==> src/rtl/imem_arb_pkg.sv <==
// Shared definitions for the instruction-memory arbiter: FSM encodings,
// the NOP returned on a watchdog timeout, and the default timeout limit.
package imem_arb_pkg;

  typedef enum logic [1:0] {
    IDLE = 2'd0,
    REQ  = 2'd1,
    RESP = 2'd2
  } arb_state_e;

  // addi x0, x0, 0
  localparam logic [31:0] NOP         = 32'h0000_0013;
  localparam int          TIMEOUT_DEF = 15;

endpackage

==> src/rtl/imem_arb_if.sv <==
// Bus bundle for the arbiter: two requester syn/ack ports, the memory port,
// flush and status. slave = arbiter side, master = surrounding system.
interface imem_arb_if #(
  parameter int IWIDTH       = 32,
  parameter int AWIDTH_INSTR = 32
);
  logic                    ia_r0_syn;
  logic [AWIDTH_INSTR-1:0] ia_r0_addr;
  logic                    ia_r0_ack;
  logic [IWIDTH-1:0]       ia_r0_instr;

  logic                    ia_r1_syn;
  logic [AWIDTH_INSTR-1:0] ia_r1_addr;
  logic                    ia_r1_ack;
  logic [IWIDTH-1:0]       ia_r1_instr;

  logic                    ia_flush;

  logic                    ia_m_syn;
  logic [AWIDTH_INSTR-1:0] ia_m_addr;
  logic                    ia_m_ack;
  logic [IWIDTH-1:0]       ia_m_instr;

  logic                    ia_o_grant;
  logic                    ia_o_busy;
  logic                    ia_o_err;

  modport slave (
    input  ia_r0_syn, ia_r0_addr, ia_r1_syn, ia_r1_addr, ia_flush,
    input  ia_m_ack, ia_m_instr,
    output ia_r0_ack, ia_r0_instr, ia_r1_ack, ia_r1_instr,
    output ia_m_syn, ia_m_addr, ia_o_grant, ia_o_busy, ia_o_err
  );

  modport master (
    output ia_r0_syn, ia_r0_addr, ia_r1_syn, ia_r1_addr, ia_flush,
    output ia_m_ack, ia_m_instr,
    input  ia_r0_ack, ia_r0_instr, ia_r1_ack, ia_r1_instr,
    input  ia_m_syn, ia_m_addr, ia_o_grant, ia_o_busy, ia_o_err
  );
endinterface

==> src/rtl/imem_arb_rr_pick.sv <==
// Combinational 2-way round-robin picker: a lone requester wins, a tie goes
// to the requester that was not granted last.
module imem_arb_rr_pick (
  input  logic syn0,
  input  logic syn1,
  input  logic last_grant,
  output logic vld,
  output logic winner
);

  assign vld    = syn0 | syn1;
  assign winner = (syn0 & syn1) ? ~last_grant : syn1;

endmodule

==> src/rtl/imem_arbiter.sv <==
// Two-requester arbiter in front of the instruction-memory syn/ack port.
// Optional watchdog on the memory wait is compiled in with IMEM_ARB_TIMEOUT_EN.
import imem_arb_pkg::*;

module imem_arbiter #(
  parameter int IWIDTH       = 32,
  parameter int AWIDTH_INSTR = 32,
  parameter int TIMEOUT      = TIMEOUT_DEF
) (
  input  logic       ia_clk,
  input  logic       ia_rst,
  imem_arb_if.slave  bus
);

  arb_state_e              state;
  logic                    last_grant;
  logic                    drop;
  logic                    pick_vld;
  logic                    pick_win;
  logic                    m_syn;
  logic [AWIDTH_INSTR-1:0] m_addr;
  logic                    grant;
  logic                    busy;
  logic                    err;
  logic                    r0_ack;
  logic                    r1_ack;
  logic [IWIDTH-1:0]       r0_instr;
  logic [IWIDTH-1:0]       r1_instr;

  logic                    flush_hit;
  logic                    resp_fire;
  logic                    tmo_fire;
  logic [IWIDTH-1:0]       resp_data;

  imem_arb_rr_pick u_pick (
    .syn0       (bus.ia_r0_syn),
    .syn1       (bus.ia_r1_syn),
    .last_grant (last_grant),
    .vld        (pick_vld),
    .winner     (pick_win)
  );

  // flush only ever targets an in-flight fetch (owner 0)
  assign flush_hit = bus.ia_flush & ~grant & (state == REQ);

`ifdef IMEM_ARB_TIMEOUT_EN
  localparam int CW = $clog2(TIMEOUT + 1);
  logic [CW-1:0] tmo_cnt;
  logic          tmo_exp;

  assign tmo_exp = (tmo_cnt == CW'(TIMEOUT - 1));

  always_ff @(posedge ia_clk) begin
    if (ia_rst) tmo_cnt <= '0;
    else if (state == REQ && !resp_fire) tmo_cnt <= tmo_cnt + 1'b1;
    else tmo_cnt <= '0;
  end
`else
  logic unused_tmo;
  assign unused_tmo = (TIMEOUT != 0);
`endif

  // a real memory ack beats a watchdog expiry in the same cycle
  always_comb begin
    resp_fire = (state == REQ) & bus.ia_m_ack;
    resp_data = bus.ia_m_instr;
    tmo_fire  = 1'b0;
`ifdef IMEM_ARB_TIMEOUT_EN
    if (state == REQ && !bus.ia_m_ack && tmo_exp) begin
      resp_fire = 1'b1;
      resp_data = IWIDTH'(NOP);
      tmo_fire  = 1'b1;
    end
`endif
  end

  always_ff @(posedge ia_clk) begin
    if (ia_rst) begin
      state      <= IDLE;
      last_grant <= 1'b1;
      drop       <= 1'b0;
      m_syn      <= 1'b0;
      m_addr     <= '0;
      grant      <= 1'b0;
      busy       <= 1'b0;
      err        <= 1'b0;
      r0_ack     <= 1'b0;
      r1_ack     <= 1'b0;
      r0_instr   <= '0;
      r1_instr   <= '0;
    end else begin
      r0_ack <= 1'b0;
      r1_ack <= 1'b0;
      err    <= 1'b0;
      case (state)
        IDLE: begin
          if (pick_vld) begin
            state  <= REQ;
            m_syn  <= 1'b1;
            busy   <= 1'b1;
            grant  <= pick_win;
            m_addr <= pick_win ? bus.ia_r1_addr : bus.ia_r0_addr;
            drop   <= 1'b0;
          end
        end
        REQ: begin
          if (flush_hit) drop <= 1'b1;
          if (resp_fire) begin
            state <= RESP;
            m_syn <= 1'b0;
            err   <= tmo_fire;
            if (grant) begin
              r1_ack   <= 1'b1;
              r1_instr <= resp_data;
            end else if (!(drop | flush_hit)) begin
              r0_ack   <= 1'b1;
              r0_instr <= resp_data;
            end
          end
        end
        RESP: begin
          // ack is already on the wire; requester syn is ignored here
          state      <= IDLE;
          busy       <= 1'b0;
          last_grant <= grant;
          drop       <= 1'b0;
        end
        default: state <= IDLE;
      endcase
    end
  end

  assign bus.ia_m_syn    = m_syn;
  assign bus.ia_m_addr   = m_addr;
  assign bus.ia_r0_ack   = r0_ack;
  assign bus.ia_r0_instr = r0_instr;
  assign bus.ia_r1_ack   = r1_ack;
  assign bus.ia_r1_instr = r1_instr;
  assign bus.ia_o_grant  = grant;
  assign bus.ia_o_busy   = busy;
`ifdef IMEM_ARB_TIMEOUT_EN
  assign bus.ia_o_err    = err;
`else
  assign bus.ia_o_err    = 1'b0;
  logic unused_err;
  assign unused_err = err;
`endif

endmodule
==> src/flat_wrapper.sv <==
// flat-port wrapper written by rule: the top's interface ports become plain ports
module imem_arbiter_flat 
#(
  parameter int IWIDTH       = 32,
  parameter int AWIDTH_INSTR = 32,
  parameter int TIMEOUT      = TIMEOUT_DEF
)
  (ia_clk, ia_rst, bus_ia_r0_syn, bus_ia_r0_addr, bus_ia_r1_syn, bus_ia_r1_addr, bus_ia_flush, bus_ia_m_ack, bus_ia_m_instr, bus_ia_r0_ack, bus_ia_r0_instr, bus_ia_r1_ack, bus_ia_r1_instr, bus_ia_m_syn, bus_ia_m_addr, bus_ia_o_grant, bus_ia_o_busy, bus_ia_o_err);
  imem_arb_if #(.IWIDTH(IWIDTH), .AWIDTH_INSTR(AWIDTH_INSTR)) bus_i ();
  input  logic ia_clk;
  input  logic ia_rst;
  input wire logic [$bits(bus_i.ia_r0_syn)-1:0] bus_ia_r0_syn;
  input wire logic [$bits(bus_i.ia_r0_addr)-1:0] bus_ia_r0_addr;
  input wire logic [$bits(bus_i.ia_r1_syn)-1:0] bus_ia_r1_syn;
  input wire logic [$bits(bus_i.ia_r1_addr)-1:0] bus_ia_r1_addr;
  input wire logic [$bits(bus_i.ia_flush)-1:0] bus_ia_flush;
  input wire logic [$bits(bus_i.ia_m_ack)-1:0] bus_ia_m_ack;
  input wire logic [$bits(bus_i.ia_m_instr)-1:0] bus_ia_m_instr;
  output wire logic [$bits(bus_i.ia_r0_ack)-1:0] bus_ia_r0_ack;
  output wire logic [$bits(bus_i.ia_r0_instr)-1:0] bus_ia_r0_instr;
  output wire logic [$bits(bus_i.ia_r1_ack)-1:0] bus_ia_r1_ack;
  output wire logic [$bits(bus_i.ia_r1_instr)-1:0] bus_ia_r1_instr;
  output wire logic [$bits(bus_i.ia_m_syn)-1:0] bus_ia_m_syn;
  output wire logic [$bits(bus_i.ia_m_addr)-1:0] bus_ia_m_addr;
  output wire logic [$bits(bus_i.ia_o_grant)-1:0] bus_ia_o_grant;
  output wire logic [$bits(bus_i.ia_o_busy)-1:0] bus_ia_o_busy;
  output wire logic [$bits(bus_i.ia_o_err)-1:0] bus_ia_o_err;
  assign bus_i.ia_r0_syn = bus_ia_r0_syn;
  assign bus_i.ia_r0_addr = bus_ia_r0_addr;
  assign bus_i.ia_r1_syn = bus_ia_r1_syn;
  assign bus_i.ia_r1_addr = bus_ia_r1_addr;
  assign bus_i.ia_flush = bus_ia_flush;
  assign bus_i.ia_m_ack = bus_ia_m_ack;
  assign bus_i.ia_m_instr = bus_ia_m_instr;
  assign bus_ia_r0_ack = bus_i.ia_r0_ack;
  assign bus_ia_r0_instr = bus_i.ia_r0_instr;
  assign bus_ia_r1_ack = bus_i.ia_r1_ack;
  assign bus_ia_r1_instr = bus_i.ia_r1_instr;
  assign bus_ia_m_syn = bus_i.ia_m_syn;
  assign bus_ia_m_addr = bus_i.ia_m_addr;
  assign bus_ia_o_grant = bus_i.ia_o_grant;
  assign bus_ia_o_busy = bus_i.ia_o_busy;
  assign bus_ia_o_err = bus_i.ia_o_err;
  imem_arbiter #(.IWIDTH(IWIDTH), .AWIDTH_INSTR(AWIDTH_INSTR), .TIMEOUT(TIMEOUT)) u_core (.ia_clk(ia_clk), .ia_rst(ia_rst), .bus(bus_i));
endmodule
==> config.mk <==
export PLATFORM = sky130hd
export DESIGN_NAME = imem_arbiter_flat
export DESIGN_NICKNAME = d
export VERILOG_FILES = /design/src/rtl/imem_arb_pkg.sv /design/src/rtl/imem_arb_if.sv /design/src/rtl/imem_arb_rr_pick.sv /design/src/rtl/imem_arbiter.sv /design/src/flat_wrapper.sv
export SDC_FILE = /design/constraint.sdc
export NUM_CORES = 1
export LEC_CHECK = 0
export CAP_MARGIN = 40
export CORE_ASPECT_RATIO = 0.9
export CORE_UTILIZATION = 44
export CTS_CLUSTER_SIZE = 28
export DETAILED_ROUTE_END_ITERATION = 7
export PLACE_DENSITY = 0.93
export SLEW_MARGIN = 20
export SYNTH_ARGS = -nofsm -noshare
export SYNTH_HDL_FRONTEND = slang
export SYNTH_SLANG_ARGS = --single-unit
==> constraint.sdc <==
create_clock -name ia_clk -period 4 [get_ports ia_clk]
set_input_delay 0.8 -clock ia_clk [delete_from_list [all_inputs] [get_ports ia_clk]]
set_output_delay 0.8 -clock ia_clk [all_outputs]
set_load 0.01 [all_outputs]
==> summary.txt <==
Setup path
  • WS Path Type: in -> reg
  • Critical Path RT: 4.22 ns
  • CP delay by family, top: buffers and inverters
  • Worst-path cell chain: clkdlybuf4s50_1, or2_1, buf_4, and2_0, buf_4, a311oi_1
  • Worst EP arrival: 2.57 ns
  • Worst Path Buf+Inv: 3
  • Crit-path max FO: 37
  • Crit. End Element: flop
  • Crit-path most repeated cell: buf_4
  • Crit start category: primary input
  • Critical-path top delay cell: clkdlybuf4s50_1
  • CP max stage delay: 0.54 ns

Placement
  • DPL Wire Length: 8690 um
  • Gp weighted congestion: 0.800
  • Post-detailed-placement cell area: 6370 um2
  • Pre-CTS worst setup slack: 1.30 ns
  • Placed insts: 789
  • Port Buf Inserts: 202

STA
  • Final period util: 58.6%
  • Fin. max-slew vios: 0
  • Tightest Pin Transition: 0.603 ns
  • Unrepaired setup endpoints after global routing: false
  • Relative slew slack: 59.8%
  • Worst setup margin: 1.66 ns
  • Clk_skew: 0.0103 ns
  • Fin crit period: 2.34 ns
  • Setup TNS: 0 ns
  • Final setup vio count: 0
  • Maximum clock rate: 0.427 GHz
  • Final hold vios: 0

Synth
  • Cell taking the most area after synthesis: dfxtp_1
  • Seq/Total Area, Yosys: 48.9%
  • Synth Warn #: 0
  • Cell with the most instances after synthesis: nand2_1
  • Asr flop ratio synth: 0%
  • Main synth FF type: dfxtp_1
  • Synth top cells by count: nand2_1 (130), dfxtp_1 (105), a21oi_1 (69)
  • Average size of a mapped cell: 8.59 um2
  • Top cells by area, synth: dfxtp_1 (49%), nand2_1 (11%), nand2b_1 (9.3%)
  • Synth cell types: 30
  • Post-Syn Instances: 500
  • Post-synthesis register bit count: 105
  • Top-area cell type share of the netlist area: 48.9%
  • Post-synth EDFFs: 0
  • Syn nets: 602
  • Mapped Area: 4300 um2

Pwr
  • Lkg Pwr: 2.46 nW
  • Pwr dens: 339 nW/um2
  • Worst vdd ir: 0.200 mV

Finish
  • Final instance area: 6570 um2
  • Final core utilization: 70.7%
  • Area Growth Syn to Fin: 52.9%
  • Ant diodes: 0
  • Fin cells: 805
  • Filler cells: 715
  • Multi-input combinational cell area: 2010 um2
  • FF+latch area: 2100 um2
  • Final nets: 780
  • Share of layout cells above drive strength 1: 4.69%

Clock network
  • CTS root buf: clkbuf_8
  • Hold buffer count at CTS: 0
  • Post-CTS Setup Inserts: 0
  • Clock-pin slew on the worst setup and hold paths: 0.10 ns
  • Max clock buf depth: 2
  • Clk Latency, worst-skew pair: 0.36 ns
  • Cts bufs inserted: 9
  • Clock sink count: 105
  • CTS tree: yes
  • CTS H-tree lvls: 3
  • CTS resizes: 0

Floorplanning
  • Die Span X: 106 um
  • Cell Rows: 33
  • Boundary Pins: 204
  • Die Y: 95.7 um
  • Initial Utilization: 46.2%
  • Area of the core: 9290 um2
  • Die Area: 10200 um2

Routing
  • 1st-pass router iterations: 4
  • WL/cell: 14.9 um
  • Vias/cell: 5.17
  • DRT iter0 DRCs: 170
  • Final wirelength: 12000 um
  • Drt drc: 0
  • Vias: 4163
  • Antenna-violating nets left: 0

Global routing
  • Total gr overflow: 0
  • Largest net degree at the start of global routing: 82
  • Initial antenna violation count: 0
  • Number of global-route vias before repair: 3943
  • First-pass GRT wire length: 18700 um
  • Gr usage total: 23.2%

Run status
  • Status: complete, no violations

Hold path
  • Hold Crit Class: reg -> reg

Flow run
  • Maxcap violations: 0
-- cell families after synthesis --
| family | share of synthesized area, % |
|---|---|
| AND/OR/NAND/NOR | 23.5 |
| flip-flops | 48.9 |
| AO/OA/AOI/OAI | 15.5 |
| buffers and inverters | 4.48 |
| multiplexers | 7.45 |
| other | 0.0873 |
-- cell type report --
| type | instances | share of cell area, % |
|---|---|---|
| Sequential cell | 105 | 32.0 |
| Timing Repair Buffer | 211 | 31.9 |
| Multi-Input combinational cell | 351 | 30.7 |
| Tap cell | 122 | 2.32 |
| Clock buffer | 9 | 1.88 |
| Clock inverter | 7 | 1.20 |
-- stage by stage --
step | power (mW) | hold slack [ns]
after floorplan | 1.34 | 0.431
after global placement | 1.58 | 0.440
after detailed placement | 1.59 | 0.446
after CTS | 2.25 | 0.460
after global routing | 2.33 | 0.481
final | 2.23 | 0.461
-- path summary, 6_finish.rpt --
| path | startpoint | endpoint | slack [ns] | depth (start not counted) |
|---|---|---|---|---|
| worst max-delay path | bus_ia_r0_syn | u_core.bus.ia_m_addr[0] | 1.66 | 6 |
| worst min-delay path | u_core.bus.ia_r1_instr[31] | u_core.bus.ia_r1_instr[31] | 0.46 | 2 |
| worst max register to register | u_core.state[1] | u_core.bus.ia_m_addr[0] | 2.26 | 5 |
| worst min register to register | u_core.bus.ia_r1_instr[31] | u_core.bus.ia_r1_instr[31] | 0.46 | 2 |
-- report_power, final --
| group | internal, mW | switching, mW | total [mW] | leakage [nW] |
|---|---|---|---|---|
| Clock | 0.296 | 0.366 | 0.662 | 0.104 |
| Sequential | 1.10 | 0.0342 | 1.13 | 0.857 |
| Combinational | 0.248 | 0.186 | 0.434 | 1.50 |
-- tightest hold or removal path, delay by kind of cell, from the launching register on --
| kind | cells | cell delay (ns) |
|---|---|---|
| flops | 1 | 0.32 |
| simple gates | 1 | 0.05 |
| compound gates | 1 | 0.05 |
-- cells in the final DEF (no fill, tap or decap), types with 2 or more instances in the layout --
master	netlist	final
dfxtp_1	105	105
mux2i_1	32	32
nor2b_1	2	2
nand2_1	130	130
a21bo_2	2	2
clkinv_4	0	3
a311oi_1	32	32
clkbuf_8	0	9
nor3_1	2	2
clkdlybuf4s50_1	0	201
a21oi_1	69	69
inv_6	0	2
nand2b_1	64	64
buf_4	1	9
-- registers in the layout (all words and copies together), names as in the netlist, 2 cells and up --
register	flops
u_core.bus.ia_m_addr	32
u_core.bus.ia_r0_instr	32
u_core.bus.ia_r1_instr	32
u_core.state	2
-- metal layers --
layer,track usage [%],vias to the layer above,share of wire [%],wire length [um]
li1,-,2048,-,-
met1,26.7,1933,40,4850
met2,41.0,166,50,5970
met3,7.52,16,8.8,1050
met4,7.41,0,1.3,153
met5,0,-,0,0
No activity file was read; power rests on OpenSTA's default activity.
